`src/rtl/pipeline_hazard_ctrl.sv`:
```
// Stall/flush sequencer for the 5-stage pipeline: load-use, taken branch, multi-cycle mult/div, dmem wait.
// Optional HAZARD_STATS_EN adds saturating stall_cycles_o / flush_count_o statistics outputs.
module pipeline_hazard_ctrl #(
    parameter int unsigned MD_CYCLES = 4,
    parameter int unsigned STAT_W    = 16
) (
    input  logic              clk_i,
    input  logic              rst_i,
    input  logic [4:0]        id_rs_i,
    input  logic [4:0]        id_rt_i,
    input  logic              id_uses_rt_i,
    input  logic              ex_memread_i,
    input  logic [4:0]        ex_rt_i,
    input  logic              ex_branch_taken_i,
    input  logic              ex_md_start_i,
    input  logic              mem_stall_i,
    output logic              pc_write_o,
    output logic              ifid_keep_o,
    output logic              ifid_clear_o,
    output logic              idex_keep_o,
    output logic              idex_clear_o,
    output logic              exmem_keep_o,
    output logic              exmem_clear_o,
    output logic              memwb_keep_o,
    output logic              memwb_clear_o,
    output logic [1:0]        state_o
`ifdef HAZARD_STATS_EN
    ,
    output logic [STAT_W-1:0] stall_cycles_o,
    output logic [STAT_W-1:0] flush_count_o
`endif
);

    localparam int unsigned CNT_W = $clog2(MD_CYCLES);
    localparam logic [CNT_W-1:0] MD_LOAD = CNT_W'(MD_CYCLES - 2);

    typedef enum logic [1:0] {
        RUN     = 2'd0,
        MD_BUSY = 2'd1,
        MD_DONE = 2'd2
    } state_t;

    state_t           state_q, state_d;
    logic [CNT_W-1:0] cnt_q, cnt_d;
    logic             load_use;

    assign load_use = ex_memread_i && (ex_rt_i != 5'd0) &&
                      ((ex_rt_i == id_rs_i) || (id_uses_rt_i && (ex_rt_i == id_rt_i)));
    assign state_o  = state_q;

    always_ff @(posedge clk_i) begin
        if (rst_i) begin
            state_q <= RUN;
            cnt_q   <= '0;
        end else begin
            state_q <= state_d;
            cnt_q   <= cnt_d;
        end
    end

    always_comb begin
        state_d       = state_q;
        cnt_d         = cnt_q;
        pc_write_o    = 1'b1;
        ifid_keep_o   = 1'b0;
        ifid_clear_o  = 1'b0;
        idex_keep_o   = 1'b0;
        idex_clear_o  = 1'b0;
        exmem_keep_o  = 1'b0;
        exmem_clear_o = 1'b0;
        memwb_keep_o  = 1'b0;
        memwb_clear_o = 1'b0;
        if (rst_i) begin
            pc_write_o    = 1'b0;
            ifid_clear_o  = 1'b1;
            idex_clear_o  = 1'b1;
            exmem_clear_o = 1'b1;
            memwb_clear_o = 1'b1;
        end else if (mem_stall_i) begin
            pc_write_o    = 1'b0;
            ifid_keep_o   = 1'b1;
            idex_keep_o   = 1'b1;
            exmem_keep_o  = 1'b1;
            memwb_clear_o = 1'b1;
        end else begin
            case (state_q)
                MD_BUSY: begin
                    pc_write_o    = 1'b0;
                    ifid_keep_o   = 1'b1;
                    idex_keep_o   = 1'b1;
                    exmem_clear_o = 1'b1;
                    if (cnt_q == CNT_W'(1)) begin
                        state_d = MD_DONE;
                        cnt_d   = '0;
                    end else begin
                        cnt_d = cnt_q - CNT_W'(1);
                    end
                end
                RUN: begin
                    if (ex_branch_taken_i) begin
                        ifid_clear_o = 1'b1;
                        idex_clear_o = 1'b1;
                    end else if (ex_md_start_i) begin
                        pc_write_o    = 1'b0;
                        ifid_keep_o   = 1'b1;
                        idex_keep_o   = 1'b1;
                        exmem_clear_o = 1'b1;
                        cnt_d         = MD_LOAD;
                        state_d       = (MD_CYCLES == 2) ? MD_DONE : MD_BUSY;
                    end else if (load_use) begin
                        pc_write_o   = 1'b0;
                        ifid_keep_o  = 1'b1;
                        idex_clear_o = 1'b1;
                    end
                end
                MD_DONE: begin
                    // MD instr leaves EX now; only the load-use check still applies
                    state_d = RUN;
                    if (load_use) begin
                        pc_write_o   = 1'b0;
                        ifid_keep_o  = 1'b1;
                        idex_clear_o = 1'b1;
                    end
                end
                default: state_d = RUN;
            endcase
        end
    end

`ifdef HAZARD_STATS_EN
    logic flush_fire;
    assign flush_fire = !rst_i && !mem_stall_i && (state_q == RUN) && ex_branch_taken_i;

    always_ff @(posedge clk_i) begin
        if (rst_i) begin
            stall_cycles_o <= '0;
            flush_count_o  <= '0;
        end else begin
            if (!pc_write_o && (stall_cycles_o != '1))
                stall_cycles_o <= stall_cycles_o + STAT_W'(1);
            if (flush_fire && (flush_count_o != '1))
                flush_count_o <= flush_count_o + STAT_W'(1);
        end
    end
`endif

endmodule

```
`config.mk`:
```
export PLATFORM = sky130hd
export DESIGN_NAME = pipeline_hazard_ctrl
export DESIGN_NICKNAME = d
export VERILOG_FILES = /design/src/rtl/pipeline_hazard_ctrl.sv
export SDC_FILE = /design/constraint.sdc
export NUM_CORES = 1
export LEC_CHECK = 0
export ABC_AREA = 1
export CAP_MARGIN = 10
export CORE_AREA = 5 5 42 44
export DETAILED_ROUTE_END_ITERATION = 7
export DIE_AREA = 0 0 47 49
export DONT_BUFFER_PORTS = 1
export SETUP_SLACK_MARGIN = 0.05
export SYNTH_ARGS = -nofsm -noshare
export SYNTH_HDL_FRONTEND = slang
export SYNTH_SLANG_ARGS = --single-unit
```
`constraint.sdc`:
```
create_clock -name clk_i -period 2.4 [get_ports clk_i]
set_input_delay 0.12 -clock clk_i [delete_from_list [all_inputs] [get_ports clk_i]]
set_output_delay 0.12 -clock clk_i [all_outputs]
set_load 0.02 [all_outputs]
```
==> impl_metrics.ini, run 1 <==
[status]
outcome = finished, final reports clean

[timing]
worst_pin_slew_ps = 643
grt_setup_unrepaired = no
setup_slack_ps = 715
fmax_mhz = 594
period_needed_ps = 1680
skew_ps = 3.89
hold_viol_final = 0
slew-limit-headroom_pct = 56.7
maxSlewViolCount = 0
setup_viol = 0
tns_ps = 0
finalCritPeriodShare_pct = 70.2

[drt]
top_layer_used = met4
wl_per_cell_um = 10.2
routed_wl_um = 1320
post-route-drc-count = 0
wl_met2_um = 635
wl_met3_um = 163
first_pass_iters = 4
ant_nets = 0
drtIter0Drc = 11
wl_met1_um = 495
viasPerCell = 4.86
num_vias = 627

[logic_synthesis]
ys_ff_latch = 4
ys_seq_area_share_pct = 14.0
yosysWarnings = 0
postSynthAreaPerCell_sq_um = 5.20
synth.top_cell.area_share_pct = 24.3
synth_nets = 133
synth.cell_area_sq_um = 572
synth_cell_type_count = 20
synthCells = 110
yosys.area.top_type = nand2_1
synthTopCellsByArea = nand2_1 (24%), dfxtp_1 (14%), inv_1 (12%)

[grt]
grtUsageTotal_pct = 12.3
grt_pass1_vias = 579
antenna_found_initial = 0
grt_max_degree = 8
grt_overflow = 0
grt_pass1_wl_um = 2170

[critical_path]
cp.required_ps = 2280
path_max_fanout = 5
crit_path_end_kind = output port
worstRegToRegCells = 6
path_class = flop to output port
arrival_ps = 1560
startpoint_type = flop

[clock_network]
cts_buffers = 3
clock_latency_ps = 240
cts.sinks = 4
ctsHtreeMaxLevel = 1
clockBufferDepth = 2
clkSlewWorstSetupHoldPaths_ps = 40
cts_tree = built
cts_root_buf = clkbuf_4
cts_resized = 0

[run]
maxCapViolCount = 0

[place]
placed_cells = 125
dp_hpwl_um = 1150
place_ws_ps = 950
gp_congestion = 0.838
portBuffers = 0

[finish]
n_fill_cell = 179
fin_cells = 129
final_nets = 138
drive_gt1_share_pct = 15.9
final_common_cell = nand2_1
layout_common_cells = nand2_1 (37), inv_1 (18), nor2_1 (13)
areaGrowthSynthToFinish_pct = 7.88
diodes = 0
post-route-util_pct = 44.0

[die]
initial_core_util_pct = 40.8
dieHeight_um = 49
dieArea_sq_um = 2300
pin_count = 33
fp-row-count = 14
core_sq_um = 1400
die_x_um = 47

[power_and_ir_drop]
vdd_ir_drop_max_mv = 0.166
p_leak_nw = 0.362
powerDensity_nw_per_um2 = 464

[hold_path]
min_path_type = input port to flop
whs_path_depth = 3
-- layout make-up --
type / count / area [sq um] / share of cell area [%]
Clock buffer: 3 / 22.5 / 3.65
Inverter: 24 / 90.1 / 14.6
Multi-Input combinational cell: 81 / 394 / 63.9
Sequential cell: 4 / 80.1 / 13.0
Tap cell: 16 / 20.0 / 3.25
Timing Repair Buffer: 1 / 10.0 / 1.62
-- flip-flops by register name, summed over array words and instances, names as in the netlist --
register,cells
state_o,2
cnt_q,2
-- path summary, 6_finish.rpt --
| path | endpoint | slack [ps] | startpoint |
|---|---|---|---|
| worst max register to register | state_o[0]$_SDFFE_PP0P_ | 1020 | state_o[1]$_SDFFE_PP0P_ |
| worst min-delay path | state_o[1]$_SDFFE_PP0P_ | 160 | rst_i |
| worst max-delay path | ifid_clear_o | 720 | state_o[1]$_SDFFE_PP0P_ |
| worst min register to register | cnt_q[0]$_SDFFE_PP0P_ | 480 | cnt_q[0]$_SDFFE_PP0P_ |
-- per-stage QoR --
stage / power (mW) / instance area (sq um) / hold slack, ps
global placement: 0.202 / 584 / 195
detailed placement: 0.202 / 584 / 192
finish: 0.286 / 617 / 158
floorplan: 0.188 / 572 / 189
global route: 0.307 / 617 / 199
CTS: 0.291 / 617 / 156
-- layer usage --
layer  global-route usage [%]  up-vias
met1                     14.7      255
met3                     2.95        2
li1                         -      341
met2                     19.9       29
met5                        0        -
met4                     5.53        0
-- power by group --
| group | internal, mW | switching (mW) |
|---|---|---|
| Sequential | 0.0733 | 0.0127 |
| Clock | 0.0560 | 0.0281 |
| Combinational | 0.0382 | 0.0777 |
-- what timing repair did --
item                                   4_1_cts  5_1_grt
buffers inserted                             0        0
endpoints found under the hold margin        1        0
hold buffers                                 1        0
-- worst max-delay path: stages (launching register included) --
cell and delay (ps):
dfxtp_1 400, inv_2 150, nand2_4 90, nor2_4 110, inv_1 60, o21ai_0 510
-- cells in the mapped netlist (all sizes together) --
master  count
nand2      42
inv        24
nor2       15
a21oi       7
o21ai       7
dfxtp       4
nand3       4
a31oi       1
buf         1
conb        1
ha          1
nand4       1
nor3        1
xnor2       1
-- cells by family (layout without fill, tap and decap cells) --
family / Yosys count / count (layout) / synth area share (%)
AND/OR/NAND/NOR: 63 / 63 / 50.5
buffers and inverters: 25 / 28 / 17.1
AO/OA/AOI/OAI: 15 / 15 / 14.0
flip-flops: 4 / 4 / 14.0
adder cells (fa/ha/maj): 1 / 1 / 2.19
other: 1 / 1 / 0.656
XOR/XNOR: 1 / 1 / 1.53
(Power assumes the default switching activity.)
==> run 2, diff against run 1 <==
- clock period: 2.4 -> 1.75 ns (I/O delays scaled with it)
==> impl_metrics.ini, run 2 (synthesis results as in run 1) <==
[die]
die_x_um = 47
fp-row-count = 14
dieArea_sq_um = 2300
initial_core_util_pct = 40.8
dieHeight_um = 49
core_sq_um = 1400
pin_count = 33

[critical_path]
slowest_stage = dfxtp_1
max_stage_delay_ps = 560
cp.required_ps = 1660
crit_path_end_kind = output port
startpoint_type = flop
crit_chain = nor2_1, nand3_1, nand2_1, inv_2, nand2_1, nor2_1
arrival_ps = 1470
path_max_fanout = 7
path_class = flop to output port

[run]
maxCapViolCount = 0

[grt]
grt_max_degree = 8
grtUsageTotal_pct = 13.2
grt_pass1_wl_um = 2260
grt_overflow = 0
antenna_found_initial = 0
grt_pass1_vias = 573

[timing]
hold_viol_final = 0
fmax_mhz = 644
setup_viol = 0
tns_ps = 0
skew_ps = 5.26
period_needed_ps = 1550
worst_pin_slew_ps = 524
grt_setup_unrepaired = no
maxSlewViolCount = 0
finalCritPeriodShare_pct = 88.7
slew-limit-headroom_pct = 64.9

[finish]
diodes = 0
drive_gt1_share_pct = 17.4
fin_cells = 131
ff_latch_area_sq_um = 80.1
multi_input_area_sq_um = 394
layout_common_cells = nand2_1 (37), inv_1 (18), nor2_1 (13)
final_nets = 140
final_common_cell = nand2_1
n_fill_cell = 169
areaGrowthSynthToFinish_pct = 10.5

[clock_network]
cts_tree = built
clock_latency_ps = 240
cts.sinks = 4
ctsHtreeMaxLevel = 1
clockBufferDepth = 2
clkSlewWorstSetupHoldPaths_ps = 40
cts_buffers = 3
cts_root_buf = clkbuf_4

[power_and_ir_drop]
pwr-share-clk_pct = 29.9
vdd_ir_drop_max_mv = 0.177
internal-power_mw = 0.235
switching_power_mw = 0.168
sequentialPowerShare_pct = 28.0
combPwrFrac_pct = 42.1
swShare_pct = 41.7
p_leak_nw = 0.372
powerDensity_nw_per_um2 = 639

[place]
placed_cells = 127
dp_hpwl_um = 1150
gp_congestion = 0.724
portBuffers = 0

[drt]
viasPerCell = 4.75
wl_per_cell_um = 9.81
routed_wl_um = 1290
ant_nets = 0
drtIter0Drc = 0
first_pass_iters = 1
num_vias = 622
post-route-drc-count = 0

[hold_path]
min_path_type = input port to flop

[status]
outcome = finished, final reports clean
run 2: cell count changes in the layout (fill, tap and decap cells not counted):
| cell | change |
|---|---|
| buf_4 | +2 |
run 2: worst max-delay path: cells and delay by family, from the launching register on:
kind | cells | cell delay (ps)
buffers and inverters | 1 | 60
flip-flops | 1 | 560
AND/OR/NAND/NOR | 5 | 600
run 2: through the flow:
| stage | setup WS (ps) | hold WS, ps | util [%] | power (mW) | cell area (sq um) |
|---|---|---|---|---|---|
| floorplan | 420 | 157 | - | 0.258 | 572 |
| global placement | 444 | 159 | 42.8 | 0.283 | 599 |
| detailed placement | 446 | 160 | 42.8 | 0.284 | 599 |
| CTS | 180 | 107 | 45.1 | 0.410 | 632 |
| global route | 89.9 | 131 | 45.1 | 0.445 | 632 |
| finish | 197 | 119 | 45.1 | 0.404 | 632 |
run 2: power by group through the flow:
stage | Sequential [mW] | Combinational, mW | Clock (mW)
after CTS | 0.113 | 0.172 | 0.125
after global placement | 0.114 | 0.169 | 0
after global routing | 0.115 | 0.194 | 0.137
after floorplan | 0.117 | 0.141 | 0
final | 0.113 | 0.170 | 0.121
after detailed placement | 0.114 | 0.170 | 0
run 2: worst paths after layout:
kind	start	endpoint	slack [ps]	cells after the start
setup / recovery	state_o[0]$_SDFFE_PP0P_	pc_write_o	200	6
hold / removal	rst_i	state_o[1]$_SDFFE_PP0P_	120	3
setup reg to reg	state_o[0]$_SDFFE_PP0P_	state_o[0]$_SDFFE_PP0P_	420	6
hold reg to reg	cnt_q[0]$_SDFFE_PP0P_	cnt_q[0]$_SDFFE_PP0P_	480	2
run 2: final cells by class:
class | instances | share of cell area [%]
inverter | 24 | 14.3
sequential | 4 | 12.7
tap | 16 | 3.17
timing repair buffer | 3 | 3.96
clock buffer | 3 | 3.56
multi-input combinational | 81 | 62.4
run 2: metal layers:
metal  part of all wire [%]  wire length (um)  GRT usage, %  up-vias
li1                       -                 -             -      342
met1                     42               535          16.0      256
met2                     47               604          19.2       24
met3                     11               145          4.06        0
met4                      0                 0          8.29        0
met5                      0                 0             0        -
run 2: repair_timing:
item                       4_1_cts  5_1_grt
resized for setup                0        0
hold buffers                     1        0
setup buffers                    0        0
setup endpoints to repair        0        0
hold endpoints to repair         1        0
==> run 3, diff against run 2 <==
- clock period: 1.75 -> 1.97 ns (I/O delays scaled with it)
==> impl_metrics.ini, run 3 (synthesis results as in run 1) <==
[timing]
worst_pin_slew_ps = 521
tns_ps = 0
setup_viol = 0
maxSlewViolCount = 0
period_needed_ps = 1630
skew_ps = 2.53
finalCritPeriodShare_pct = 82.8
grt_setup_unrepaired = no
fmax_mhz = 613
slew-limit-headroom_pct = 65.1
hold_viol_final = 0

[critical_path]
path_class = flop to output port
path_max_fanout = 5
cp.required_ps = 1870
crit_path_end_kind = output port
arrival_ps = 1530
startpoint_type = flop

[drt]
num_vias = 618
ant_nets = 0
wl_per_cell_um = 10.0
routed_wl_um = 1300
first_pass_iters = 2
post-route-drc-count = 0
drtIter0Drc = 16
viasPerCell = 4.75

[clock_network]
cts_setup_buffers = 0
cts_root_buf = clkbuf_4
cts_tree = built
cts.sinks = 4
clkSlewWorstSetupHoldPaths_ps = 40
ctsHtreeMaxLevel = 1
cts_buffers = 3
clockBufferDepth = 2
clock_latency_ps = 230

[grt]
grt_pass1_vias = 555
antenna_found_initial = 0
grtUsageTotal_pct = 11.7
grt_max_degree = 8
grt_overflow = 0
grt_pass1_wl_um = 2060

[die]
die_x_um = 47
dieHeight_um = 49
pin_count = 33
initial_core_util_pct = 40.8
fp-row-count = 14
dieArea_sq_um = 2300
core_sq_um = 1400

[finish]
final_cell_area_sq_um = 624
diodes = 0
areaGrowthSynthToFinish_pct = 9.19
layout_common_cells = nand2_1 (37), inv_1 (18), nor2_1 (13)
final_common_cell = nand2_1
final_nets = 139
drive_gt1_share_pct = 16.7

[place]
portBuffers = 0
gp_congestion = 0.835
dp_hpwl_um = 1150
post_dp_cell_area_sq_um = 592

[status]
outcome = finished, final reports clean

[power_and_ir_drop]
powerDensity_nw_per_um2 = 562
vdd_ir_drop_max_mv = 0.266
p_leak_nw = 0.367

[run]
maxCapViolCount = 0

[hold_path]
min_path_type = input port to flop
==> run 3: cell types whose count changed in the layout (fill, tap and decap cells not counted) <==
cell   delta
buf_4     -1
==> run 3: per-stage QoR <==
step,power [mW],hold slack (ps),setup WS (ps),utilization (%),instances
2_1_floorplan,0.229,168,629,-,110
3_3_place_gp,0.248,169,577,42.2,126
3_5_place_dp,0.250,171,596,42.2,126
4_1_cts,0.360,128,336,44.6,130
5_1_grt,0.384,153,265,44.6,130
6_report,0.351,135,339,44.6,130
==> run 3: where the power goes <==
| group | switching, mW | internal [mW] |
|---|---|---|
| logic | 0.0952 | 0.0485 |
| clock network | 0.0338 | 0.0682 |
| registers | 0.0160 | 0.0892 |
| total | 0.145 | 0.206 |
==> run 3: area by class of cell <==
cell class | count | area (sq um)
fill | 173 | 777
multi-input combinational | 81 | 394
inverter | 24 | 90.1
sequential | 4 | 80.1
clock buffer | 3 | 22.5
tap | 16 | 20.0
timing repair buffer | 2 | 17.5
==> run 3: worst paths after layout <==
| kind | from | to | slack, ps | cells after the start |
|---|---|---|---|---|
| hold reg to reg | cnt_q[0]$_SDFFE_PP0P_ | cnt_q[0]$_SDFFE_PP0P_ | 490 | 2 |
| hold / removal | rst_i | cnt_q[1]$_SDFFE_PP0P_ | 140 | 3 |
| setup reg to reg | state_o[1]$_SDFFE_PP0P_ | state_o[1]$_SDFFE_PP0P_ | 620 | 6 |
| setup / recovery | state_o[1]$_SDFFE_PP0P_ | pc_write_o | 340 | 6 |
==> run 3: timing repair <==
item                                   4_1_cts  5_1_grt
gates resized for setup                      0        0
endpoints found under the hold margin        1        0
hold buffers                                 1        0
setup endpoints to repair                    0        0
==> run 3: routing by layer <==
| layer | wire, um | part of all wire (%) | track usage (%) | up-vias |
|---|---|---|---|---|
| met5 | 0 | 0 | 0 | - |
| met4 | 0 | 0 | 2.76 | 0 |
| met3 | 157 | 12 | 4.06 | 0 |
| met2 | 609 | 47 | 19.7 | 25 |
| met1 | 535 | 41 | 13.6 | 256 |
| li1 | - | - | - | 337 |
==> run 3: worst max-delay path, stage by stage (launching register included) <==
cell	delay, ps
dfxtp_1	530
inv_2	130
a21oi_1	140
nand2_1	90
inv_2	60
nand2_1	40
nor2_1	300
